File: config.mk
export PLATFORM = sky130hd
export DESIGN_NAME = branch_sequencer
export DESIGN_NICKNAME = d
export VERILOG_FILES = /design/src/rtl/branch_sequencer.sv
export SDC_FILE = /design/constraint.sdc
export NUM_CORES = 1
export LEC_CHECK = 0
export CAP_MARGIN = 0
export CORE_MARGIN = 2
export CORE_UTILIZATION = 41
export DETAILED_ROUTE_END_ITERATION = 16
export PLACE_DENSITY = 0.77
export REMOVE_ABC_BUFFERS = 1
export SETUP_SLACK_MARGIN = 0.15
export SKIP_CTS_REPAIR_TIMING = 1
export SYNTH_ARGS = -nofsm -noshare
export SYNTH_HDL_FRONTEND = slang
export SYNTH_SLANG_ARGS = --single-unit
File: constraint.sdc
create_clock -name clock -period 1.84 [get_ports clock]
set_clock_uncertainty 0.2 [all_clocks]
set_input_delay 0.184 -clock clock [delete_from_list [all_inputs] [get_ports clock]]
set_output_delay 0.184 -clock clock [all_outputs]
set_load 0.05 [all_outputs]
File: src/rtl/branch_sequencer.sv
// Execution-state sequencer for the core: CORE / STALL / BRANCH (forward brace scan) / HALT.
// Optional scan-cycle statistics counter enabled by defining BRANCH_SEQ_STATS_EN.

package branch_seq_pkg;
    typedef enum logic [3:0] {
        OP_NOP = 4'd0,
        OP_INC = 4'd1,
        OP_DEC = 4'd2,
        OP_MVR = 4'd3,
        OP_MVL = 4'd4,
        OP_OUT = 4'd5,
        OP_IN  = 4'd6,
        OP_CBF = 4'd7,
        OP_CBB = 4'd8,
        OP_HLT = 4'd9
    } op_code;

    typedef enum logic [1:0] {
        CORE_S   = 2'd0,
        STALL_S  = 2'd1,
        BRANCH_S = 2'd2,
        HALT_S   = 2'd3
    } seq_state_t;
endpackage

// state    | meaning
// CORE_S   | core control runs; follows req_state / req_halt
// STALL_S  | one valid cycle with PC advance, core writes blocked
// BRANCH_S | forward scan to the matching CBB, tracking brace depth
// HALT_S   | absorbing; depth and fault frozen for debug
module branch_sequencer
    import branch_seq_pkg::*;
#(
    parameter int DEPTH_W = 8
) (
    input  logic               clock,
    input  logic               reset_n,
    input  logic               fetch_valid,
    input  op_code             instruction,
    input  logic [1:0]         req_state,
    input  logic               req_pc_write,
    input  logic               req_halt,
    output logic [1:0]         seq_state,
    output logic               core_enable,
    output logic               pc_write,
    output logic [DEPTH_W-1:0] depth,
    output logic               halted,
    output logic [1:0]         fault,
    output logic [15:0]        scan_cycles
);

    localparam logic [DEPTH_W-1:0] DEPTH_MAX = '1;
    localparam logic [DEPTH_W-1:0] DEPTH_ONE = DEPTH_W'(1);

    localparam logic [1:0] FAULT_NONE     = 2'd0;
    localparam logic [1:0] FAULT_OVERFLOW = 2'd1;
    localparam logic [1:0] FAULT_UNMATCH  = 2'd2;

    seq_state_t         state_q, state_d;
    logic [DEPTH_W-1:0] depth_q, depth_d;
    logic [1:0]         fault_q, fault_d;

    always_comb begin
        state_d     = state_q;
        depth_d     = depth_q;
        fault_d     = fault_q;
        core_enable = 1'b0;
        pc_write    = 1'b0;
        if (fetch_valid) begin
            case (state_q)
                CORE_S: begin
                    core_enable = 1'b1;
                    if (req_halt) begin
                        state_d = HALT_S;
                    end else begin
                        pc_write = req_pc_write;
                        if (req_state == STALL_S) begin
                            state_d = STALL_S;
                        end else if (req_state == BRANCH_S) begin
                            state_d = BRANCH_S;
                            depth_d = DEPTH_ONE;
                        end
                    end
                end
                STALL_S: begin
                    pc_write = 1'b1;
                    state_d  = CORE_S;
                end
                BRANCH_S: begin
                    pc_write = 1'b1;
                    case (instruction)
                        OP_CBF: begin
                            // overflow is caught before the increment so depth never wraps
                            if (depth_q == DEPTH_MAX) begin
                                state_d  = HALT_S;
                                fault_d  = FAULT_OVERFLOW;
                                pc_write = 1'b0;
                            end else begin
                                depth_d = depth_q + DEPTH_ONE;
                            end
                        end
                        OP_CBB: begin
                            if (depth_q == DEPTH_ONE) begin
                                depth_d = '0;
                                state_d = CORE_S;
                            end else begin
                                depth_d = depth_q - DEPTH_ONE;
                            end
                        end
                        OP_HLT: begin
                            state_d  = HALT_S;
                            fault_d  = FAULT_UNMATCH;
                            pc_write = 1'b0;
                        end
                        default: ;
                    endcase
                end
                HALT_S: ;
                default: ;
            endcase
        end
    end

    always_ff @(posedge clock or negedge reset_n) begin
        if (!reset_n) begin
            state_q <= CORE_S;
            depth_q <= '0;
            fault_q <= FAULT_NONE;
        end else begin
            state_q <= state_d;
            depth_q <= depth_d;
            fault_q <= fault_d;
        end
    end

    assign seq_state = state_q;
    assign depth     = depth_q;
    assign fault     = fault_q;
    assign halted    = (state_q == HALT_S);

`ifdef BRANCH_SEQ_STATS_EN
    logic [15:0] scan_q, scan_d;

    always_comb begin
        scan_d = scan_q;
        if (fetch_valid && (state_q == BRANCH_S) && (scan_q != 16'hFFFF)) begin
            scan_d = scan_q + 16'd1;
        end
    end

    always_ff @(posedge clock or negedge reset_n) begin
        if (!reset_n) begin
            scan_q <= '0;
        end else begin
            scan_q <= scan_d;
        end
    end

    assign scan_cycles = scan_q;
`else
    assign scan_cycles = '0;
`endif

endmodule

==> results.md, run 1 <==
* Status: finished, violations left
* Violations in the final reports: setup timing
* Share of cells above drive strength 1 at 0.479
* Final routed wire length divided by cell count at 14.7 µm
* Switching Fraction at 0.475
* Most common cell after layout, fill and taps aside: buf_4
* Total GRT Usage at 0.201
* Overflow left after global routing at 0
* Die area at ~3500 µm²
* Cell variety after synth at 51
* Portion of total power attributed to the clock network at 0.065
* Area of the core region at around 3000 µm²
* Sequential power share at 0.154
* Pint at 1.36 mW
* # Max-Cap Violations at 0
* Wire length of the first global-routing pass at 5420 µm
* Synthesis-stage register bit count at 12
* Total power at 2.58 mW
* Routability congestion estimate at between 0.8 and 0.9
* First-pass DRT Iterations at 4
* Share of the clock period used by the worst path after layout at 1.14
* Area of the multi-input gates at 943 µm²
* Switching Power at 1.23 mW
* Prevailing post-synth register cell: dfrtp_1
* Register area at 303 µm²
* Post-detailed-route DRC marker count at 0
* Antenna violations before repair at 0
* Crit-path max cell delay at 0.42 ns
* Crit-path leading delay family: flip-flops
* Critical-path top delay cell: dfrtp_2
* Power density over the cells at 1270 nW/µm²
* Max Buffers Root-to-Sink at 2
* Slew Viols, Final at 0
* Data required time of the critical path at 1.46 ns
* Final critical path time including I/O delays and setup at 2.10 ns
* Antenna cell count at 0
* Clock buffer count from CTS at 3
* CTS H-Tree Depth at 1
* Vertical extent of the die at 59.2 µm
* Unrepaired setup endpoints after global routing: yes
* Leakage at 0.969 nW
* Clock sinks at 12
* Maximum number of pins on one net before global-route repair at 10
* Top fanout value on the critical path at 5
* Effective utilization at floorplan at 0.419
* Total half-perimeter wirelength after legalization and detailed placement at 2760 µm
* Root Buffer: clkbuf_4
* Class of the tightest hold or removal check: input pin to register
* Accumulated negative setup slack at -1.17 ns
* Area delta synth->final at 62.8%
* Clock insertion delay at the later pin of the skew report at 0.27 ns
* Number of buffers inserted by port buffering at 25
* FP Rows at 20
* Part of the Yosys area used for sequential elements at 0.240
* Final-report hold violation count at 0
* Post-placement setup slack at -0.407 ns
* Share of flip-flops with an asynchronous set or reset at 1.00
* Combinational fraction of design power at 0.782
* Synth Warn # at 0
* Arrival time at the worst endpoint at 1.72 ns
* Average via count per standard cell at between 5 and 6
* Max IR drop VDD at roughly 1400 µV
* Final nets at around 240
* Number of setup violations in the final report at 9
* Startpoint types: register
* Number of instances in the synthesized netlist at 145
* Max Clk Rate at 476 MHz
* I/O pins at between 40 and 50
* Worst-path cell chain: ha_4, and4_4, nand3_4, nand2_4, a21oi_2, o31a_1, buf_12
* Count of vias placed by the detailed router at 1315
* Critical path endpoint category: output port
* Buf/Inv on CP at 1
* WS Path Type: register to output port
* Worst setup slack after layout at -0.262 ns
* Commonest non-fill, non-tap cells in the layout: buf_4 (52), conb_1 (16), dfrtp_1 (10)
* Total standard cell area after synthesis at ~1200 µm²
* Filler Cells Inserted at 231
* Post-synthesis area per instance at 8.61 µm²
* Number of enable-type register cells in the synthesized netlist at 0
* Initial detailed-routing violation count at 37
* Number of global-route vias before repair at 1239
* Die Wd at 59.2 µm
* CTS tree: yes
* DRT Wirelength at 3650 µm
* Remaining antenna violation count at 0
* Clock edge transition at the registers on the reported setup and hold paths at 0.08 ns
## power groups by stage
stage / Combinational [mW] / Clock (mW) / Sequential [mW]
after CTS: 1.72 / 0.168 / 0.386
after floorplan: 0.737 / 0 / 0.616
after global routing: 2.15 / 0.181 / 0.405
after global placement: 1.69 / 0 / 0.385
after detailed placement: 1.71 / 0 / 0.391
final: 2.02 / 0.167 / 0.398
## flip-flops by register name, summed over array words and instances (netlist names)
name	flops
fault	2
seq_state	2
depth	8
## routing by layer
layer	global-route usage	wire length, µm
met1	0.257	1570
met2	0.342	1900
met3	0.0262	171
met4	0.0747	8
met5	0	0
## final timing paths
| path | from | endpoint | slack, ns | cells after the start |
|---|---|---|---|---|
| hold / removal | instruction[0] | fault[1] | 0.1 | 3 |
| max in group asynchronous | reset_n | depth[1] | 0.45 | 3 |
| min in group asynchronous | reset_n | fault[1] | 0.52 | 2 |
| setup / recovery | depth[0] | pc_write | -0.26 | 7 |
| setup reg to reg | depth[1] | depth[5] | -0.23 | 6 |
| hold reg to reg | fault[0] | fault[0] | 0.32 | 1 |
## cell usage after synthesis, types with 2 or more instances
cell type   n  area [µm²]
o21ai_1     2        10.0
mux2i_1     2        20.0
buf_6       3        33.8
o21ai_0     5        25.0
and2_1      2        12.5
buf_2       2        10.0
inv_1       9        33.8
a22o_1      4        35.0
nor2b_1     2        12.5
buf_4      16         120
and3_1      2        12.5
dfrtp_1    12         300
o2bb2ai_1   3        26.3
nand2_1     9        33.8
a31oi_1     2        12.5
nor3_1      4        20.0
ha_1        9         113
nand4_1     2        12.5
nor3b_1     2        15.0
and3_2      2        15.0
a21oi_1     4        20.0
xnor2_1     2        17.5
nand3_1     7        35.0
nor2_1     10        37.5
o311ai_0    2        17.5
## cells by family (layout without fill, tap and decap cells)
kind of cell	after synthesis	after routing	synth area share
AOI/OAI and AO/OA	34	34	0.217
xor gates and xnor gates	2	2	0.0140
adders and majority gates	9	9	0.0902
buffers and inverters	31	86	0.161
DFF	12	12	0.240
muxes	3	3	0.0251
other	1	16	0.00300
and+or+nand+nor	53	53	0.248
## stage by stage
stage / instances / util / cell area [µm²] / hold WS (ns)
2_1_floorplan: 138 / - / 1140 / -0.312
4_1_cts: 237 / 0.596 / 1770 / -0.0237
3_5_place_dp: 234 / 0.588 / 1750 / 0.276
5_1_grt: 248 / 0.683 / 2030 / 0.126
6_report: 248 / 0.683 / 2030 / 0.0973
3_3_place_gp: 234 / 0.588 / 1750 / 0.275
## final cells by class
cell class | count | area share
clock buffer | 3 | 0.0111
inverter | 9 | 0.0178
multi-input combinational | 117 | 0.464
sequential | 12 | 0.149
tap | 33 | 0.0203
timing repair buffer | 74 | 0.338
## worst min-delay path: cells and delay by family
kind            cells  cell delay (ns)
buf+inv             1             0.16
simple gates        1             0.13
compound gates      1             0.07
No activity file was read; power rests on OpenSTA's default activity.
==> run 2, diff against run 1 <==
GPL_TIMING_DRIVEN = 0   (was unset)
==> run 2 against run 1 <==
- the run still ends with setup timing left
- setup slack lost 0.066 ns
- final area increased by 2.3%
- fmax shrank 3.0%
- core utilization grew 1.6 points
- clock-buffer cell count up 1
- worst hold slack got worse by 0.019 ns
- register-to-register slack worse by 0.08 ns
- critical path depth is the same
- global-route usage fell by 2.0 points
- via count rose by 3.3%
- critical path type unchanged
- critical endpoint unchanged
- largest power group unchanged
- highest routed layer unchanged
==> results.md, run 2 (same netlist as run 1, synthesis figures left out) <==
* Leakage at 1.05 nW (+8.5%)
* FP Rows at 20 (unchanged)
* Max IR drop VDD at 1080 µV (-23%)
* Unrepaired setup endpoints after global routing: yes
* Post-detailed-route DRC marker count at 0 (unchanged)
* # Max-Cap Violations at 0 (unchanged)
* Violations in the final reports: setup timing
* Standard cell area after detailed placement at 1430 µm² (-18%)
* Final-report hold violation count at 0 (unchanged)
* I/O pins at 42 (unchanged)
* Remaining antenna violation count at 0 (unchanged)
* Share of cells above drive strength 1 at 0.495 (+0.0161)
* Total half-perimeter wirelength after legalization and detailed placement at 2110 µm (-23%)
* Total GRT Usage at 0.181 (-0.0199)
* Final critical path time including I/O delays and setup at 2.17 ns (+0.0656 ns)
* Power density over the cells at 1330 nW/µm² (+4.5%)
* Average via count per standard cell at 5.68 (+7.2%)
* First-pass DRT Iterations at 4 (unchanged)
* Share of the clock period used by the worst path after layout at 1.18 (+0.0357)
* Effective utilization at floorplan at 0.419 (unchanged)
* Clock edge transition at the registers on the reported setup and hold paths at 0.10 ns (+0.02 ns)
* Clock insertion delay at the later pin of the skew report at 0.29 ns (+0.02 ns)
* Area delta synth->final at 66.5%
* Final routed wire length divided by cell count at 17.5 µm (+19%)
* Number of global-route vias before repair at 1167 (-5.8%)
* Die Wd at 59.2 µm (unchanged)
* Area of the core region at 2980 µm² (unchanged)
* DRT Wirelength at 4190 µm (+15%)
* Worst relative slew slack at 0.577
* Arrival time at the worst endpoint at 1.78 ns (+0.06 ns)
* Final Core Density at 0.698 (+0.0155)
* Clock sinks at 12 (unchanged)
* Area of the multi-input gates at 1030 µm² (+9.5%)
* Commonest non-fill, non-tap cells in the layout: buf_4 (28), conb_1 (16), dlymetal6s2s_1 (15)
* Accumulated negative setup slack at -2.42 ns (-1.25 ns)
* Vertical extent of the die at 59.2 µm (unchanged)
* Worst r2r path cells at 7 (+1)
* Filler Cells Inserted at 221 (-4.3%)
* Antenna violations before repair at 0 (unchanged)
* Post-route design area at 2080 µm² (+2.3%)
* Overflow left after global routing at 0 (unchanged)
* Startpoint types: register
* Clock buffer count from CTS at 3 (unchanged)
* Maximum number of pins on one net before global-route repair at 15 (+5)
* Status: finished, violations left
* Register area at 313 µm² (+3.3%)
* Slew Viols, Final at 0 (unchanged)
* Initial detailed-routing violation count at 78 (+110%)
* Antenna cell count at 0 (unchanged)
* WS Path Type: register to output port
* Minimum setup slack among reg-to-reg paths at -0.31 ns (-0.08 ns)
* Max Clk Rate at 461 MHz (-3.0%)
* Data required time of the critical path at 1.46 ns (about the same)
* Slew @ Worst Pin at about 0.63 ns
* Die area at 3500 µm² (unchanged)
* CTS tree: yes
* Number of setup violations in the final report at 11 (+2)
* Max FFs per register at 8 (unchanged)
* Top fanout value on the critical path at 4 (-1)
* Number of buffers inserted by port buffering at 25 (unchanged)
* Worst setup slack after layout at -0.327 ns (-0.0656 ns)
* Critical path endpoint category: output port
* Worst hold slack after final layout at 0.0783 ns (-0.0190 ns)
* Final nets at 227 (-4.2%)
* CTS H-Tree Depth at 1 (unchanged)
* Max Buffers Root-to-Sink at 2 (unchanged)
* Root Buffer: clkbuf_4
* Most common cell after layout, fill and taps aside: buf_4
* Class of the tightest hold or removal check: input pin to async pin
* Routability congestion estimate at 0.885 (-1.5%)
* Count of vias placed by the detailed router at 1358 (+3.3%)
* Wire length of the first global-routing pass at 4960 µm (-8.5%)
-- run 2: cell count changes in the layout (fill, tap and decap cells not counted), sizes merged --
cell	previous run	this run
dlymetal6s2s	4	15
buf	63	40
dlygate4sd3	1	0
clkdlybuf4s50	6	7
clkbuf	3	6
-- run 2: final cells by class --
class / count / area share
flip-flops and latches: 12 / 0.150
repair buffers: 64 / 0.297
multi-input cells: 117 / 0.497
well taps: 33 / 0.0199
clock buffers: 4 / 0.0174
inverters: 9 / 0.0187
-- run 2: metrics by stage --
stage,cells,worst slack [ns],total power [mW]
floorplan,138,-0.541,1.35
global placement,196,-0.833,1.65
detailed placement,196,-0.844,1.69
CTS,200,-1.19,1.92
global route,239,-0.386,2.89
finish,239,-0.327,2.76
-- run 2: worst max-delay path, stage by stage, from the launching register on --
cell and delay [ns]:
dfrtp_2 0.43, ha_4 0.17, and4_4 0.27, nand3_4 0.09, nand2_4 0.07, a21oi_2 0.04
o31a_1 0.26, buf_6 0.15
-- run 2: per-layer routing --
layer  track usage  vias to the layer above  routed length, µm
met4        0.0422                        0                184
met3        0.0480                       20                262
met5             0                        -                  0
met1         0.234                      646               1560
li1              -                      616                  -
met2         0.300                       76               2180
-- run 2: power by group --
group          switching [mW]  total (mW)  internal (mW)
registers               0.110       0.444          0.334
clock network           0.117       0.238          0.121
logic                    1.15        2.08          0.933
-- run 2: worst paths after layout --
check	endpoint	from
setup / recovery	pc_write	depth[1]
hold / removal	seq_state[1]	reset_n
setup reg to reg	seq_state[0]	depth[1]
hold reg to reg	fault[0]	fault[0]
max in group asynchronous	depth[4]	reset_n
min in group clock	fault[1]	instruction[0]
==> run 3, diff against run 2 <==
RECOVER_POWER = 25   (was unset)
==> run 3 against run 2 <==
- the flow still finishes with violations (setup timing)
- cell count did not move
- clock power barely moved
- flip-flop and latch count did not move
- total power barely moved
- final area did not move
- sequential share of layout area did not move
- setup slack did not move
- wire length did not move
- sequential power barely moved
- largest cell class unchanged
==> results.md, run 3 (same netlist as run 1, synthesis figures left out) <==
* Status: finished, violations left
* Violations in the final reports: setup timing
* Standard cell area after detailed placement at 1430 µm² (unchanged)
* Crit-path max cell delay at 0.43 ns (about the same)
* Power density over the cells at 1330 nW/µm² (about the same)
* Overflow left after global routing at 0 (unchanged)
* Root Buffer: clkbuf_4
* Critical path endpoint category: output port
* Switching Fraction at 0.498 (about the same)
* # Max-Cap Violations at 0 (unchanged)
* Antenna violations before repair at 0 (unchanged)
* Effective utilization at floorplan at 0.419 (unchanged)
* Area of the core region at 2980 µm² (unchanged)
* Routability congestion estimate at 0.885 (unchanged)
* Register area at 313 µm² (unchanged)
* Accumulated negative setup slack at -2.42 ns (unchanged)
* Clock edge transition at the registers on the reported setup and hold paths at 0.10 ns (about the same)
* Average via count per standard cell at 5.68 (unchanged)
* WS Path Type: register to output port
* Clock sinks at 12 (unchanged)
* Number of global-route vias before repair at 1167 (unchanged)
* Share of the clock period used by the worst path after layout at 1.18 (unchanged)
* Clock insertion delay at the later pin of the skew report at 0.29 ns (about the same)
* Final nets at 227 (unchanged)
* Remaining antenna violation count at 0 (unchanged)
* Final routed wire length divided by cell count at 17.5 µm (unchanged)
* Die area at 3500 µm² (unchanged)
* Area delta synth->final at 66.5% (unchanged)
* Cell Count, Final, Fillers Out at 239 (unchanged)
* Antenna cell count at 0 (unchanged)
* Worst setup slack after layout at -0.327 ns (unchanged)
* CTS tree: yes
* Worst relative slew slack at 0.572 (-0.00427)
* Leakage at 1.05 nW (about the same)
* Vertical extent of the die at 59.2 µm (unchanged)
* Clock buffer count from CTS at 3 (unchanged)
* Final critical path time including I/O delays and setup at 2.17 ns (unchanged)
* Wire length of the first global-routing pass at 4960 µm (unchanged)
* Max IR drop VDD at 1080 µV (about the same)
* CTS H-Tree Depth at 1 (unchanged)
* Cells after DPL at 196 (unchanged)
* Buf/Inv on CP at 1 (unchanged)
* Slew Viols, Final at 0 (unchanged)
* Post-placement setup slack at -0.844 ns (unchanged)
* Total half-perimeter wirelength after legalization and detailed placement at 2110 µm (unchanged)
* Class of the tightest hold or removal check: input pin to register
* Top fanout value on the critical path at 4 (unchanged)
* Pint at 1.39 mW (about the same)
* Number of setup violations in the final report at 11 (unchanged)
* FP Rows at 20 (unchanged)
* Startpoint types: register
* Number of buffers inserted by port buffering at 25 (unchanged)
* Area of the multi-input gates at 1030 µm² (unchanged)
* Total GRT Usage at 0.181 (unchanged)
* Final-report hold violation count at 0 (unchanged)
* Post-detailed-route DRC marker count at 0 (unchanged)
* First-pass DRT Iterations at 4 (unchanged)
* Max Buffers Root-to-Sink at 2 (unchanged)
* Post-route design area at 2080 µm² (unchanged)
* Die Wd at 59.2 µm (unchanged)
* Commonest non-fill, non-tap cells in the layout: buf_4 (28), conb_1 (16), dlymetal6s2s_1 (15)
* Crit-path leading delay family: flip-flops
* Slew @ Worst Pin at 0.639 ns (+0.00628 ns)
* Most common cell after layout, fill and taps aside: buf_4
* Count of vias placed by the detailed router at 1358 (unchanged)
* Switching Power at 1.37 mW (unchanged)
* Sequential power share at 0.161 (about the same)
* Critical-path top delay cell: dfrtp_2
* Filler Cells Inserted at 221 (unchanged)
* Data required time of the critical path at 1.46 ns (about the same)
* Arrival time at the worst endpoint at 1.78 ns (about the same)
* I/O pins at 42 (unchanged)
* Portion of total power attributed to the clock network at 0.086 (about the same)
* Worst-path cell chain: ha_4, and4_4, nand3_4, nand2_4, a21oi_2, o31a_1, buf_6
* Maximum number of pins on one net before global-route repair at 15 (unchanged)
* Share of cells above drive strength 1 at 0.495 (unchanged)
* Max Clk Rate at 461 MHz (unchanged)
* Combinational fraction of design power at 0.753 (about the same)
* Unrepaired setup endpoints after global routing: yes
* Initial detailed-routing violation count at 78 (unchanged)
* Max FFs per register at 8 (unchanged)
* DRT Wirelength at 4190 µm (unchanged)
[run 3: tightest hold or removal path, stage by stage]
cell,delay [ns]
dlymetal6s2s_1,0.18
nand4_1,0.13
o21ai_0,0.09
[run 3: per-layer routing]
| layer | part of all wire | track usage | vias up |
|---|---|---|---|
| met4 | 0.044 | 0.0422 | 0 |
| li1 | - | - | 616 |
| met1 | 0.37 | 0.234 | 646 |
| met5 | 0 | 0 | - |
| met2 | 0.52 | 0.300 | 76 |
| met3 | 0.063 | 0.0480 | 20 |
[run 3: power by group through the flow]
stage | Sequential, mW | Combinational [mW] | Clock, mW
2_1_floorplan | 0.616 | 0.737 | 0
3_3_place_gp | 0.437 | 1.22 | 0
3_5_place_dp | 0.438 | 1.25 | 0
4_1_cts | 0.435 | 1.26 | 0.230
5_1_grt | 0.454 | 2.19 | 0.246
6_report | 0.444 | 2.08 | 0.238
[run 3: per-stage QoR]
stage	util	hold WS (ns)	total power, mW
after floorplan	-	-0.312	1.35
after global placement	0.480	0.288	1.65
after detailed placement	0.480	0.294	1.69
after CTS	0.492	0.0875	1.92
after global routing	0.698	0.185	2.89
final	0.698	0.138	2.76
[run 3: final timing paths]
check                               start            to  slack [ns]  depth (start not counted)
setup / recovery                 depth[1]      pc_write       -0.33                          7
hold / removal             instruction[0]      fault[1]        0.14                          3
setup reg to reg                 depth[1]  seq_state[0]       -0.31                          7
hold reg to reg                  fault[0]      fault[0]        0.33                          1
max in group asynchronous         reset_n      depth[4]        0.85                          1
min in group asynchronous         reset_n  seq_state[1]        0.15                          1
[run 3: area by class of cell]
| class | count | area share |
|---|---|---|
| Timing Repair Buffer | 64 | 0.297 |
| Multi-Input combinational cell | 117 | 0.497 |
| Inverter | 9 | 0.0187 |
| Tap cell | 33 | 0.0199 |
| Clock buffer | 4 | 0.0174 |
| Sequential cell | 12 | 0.150 |
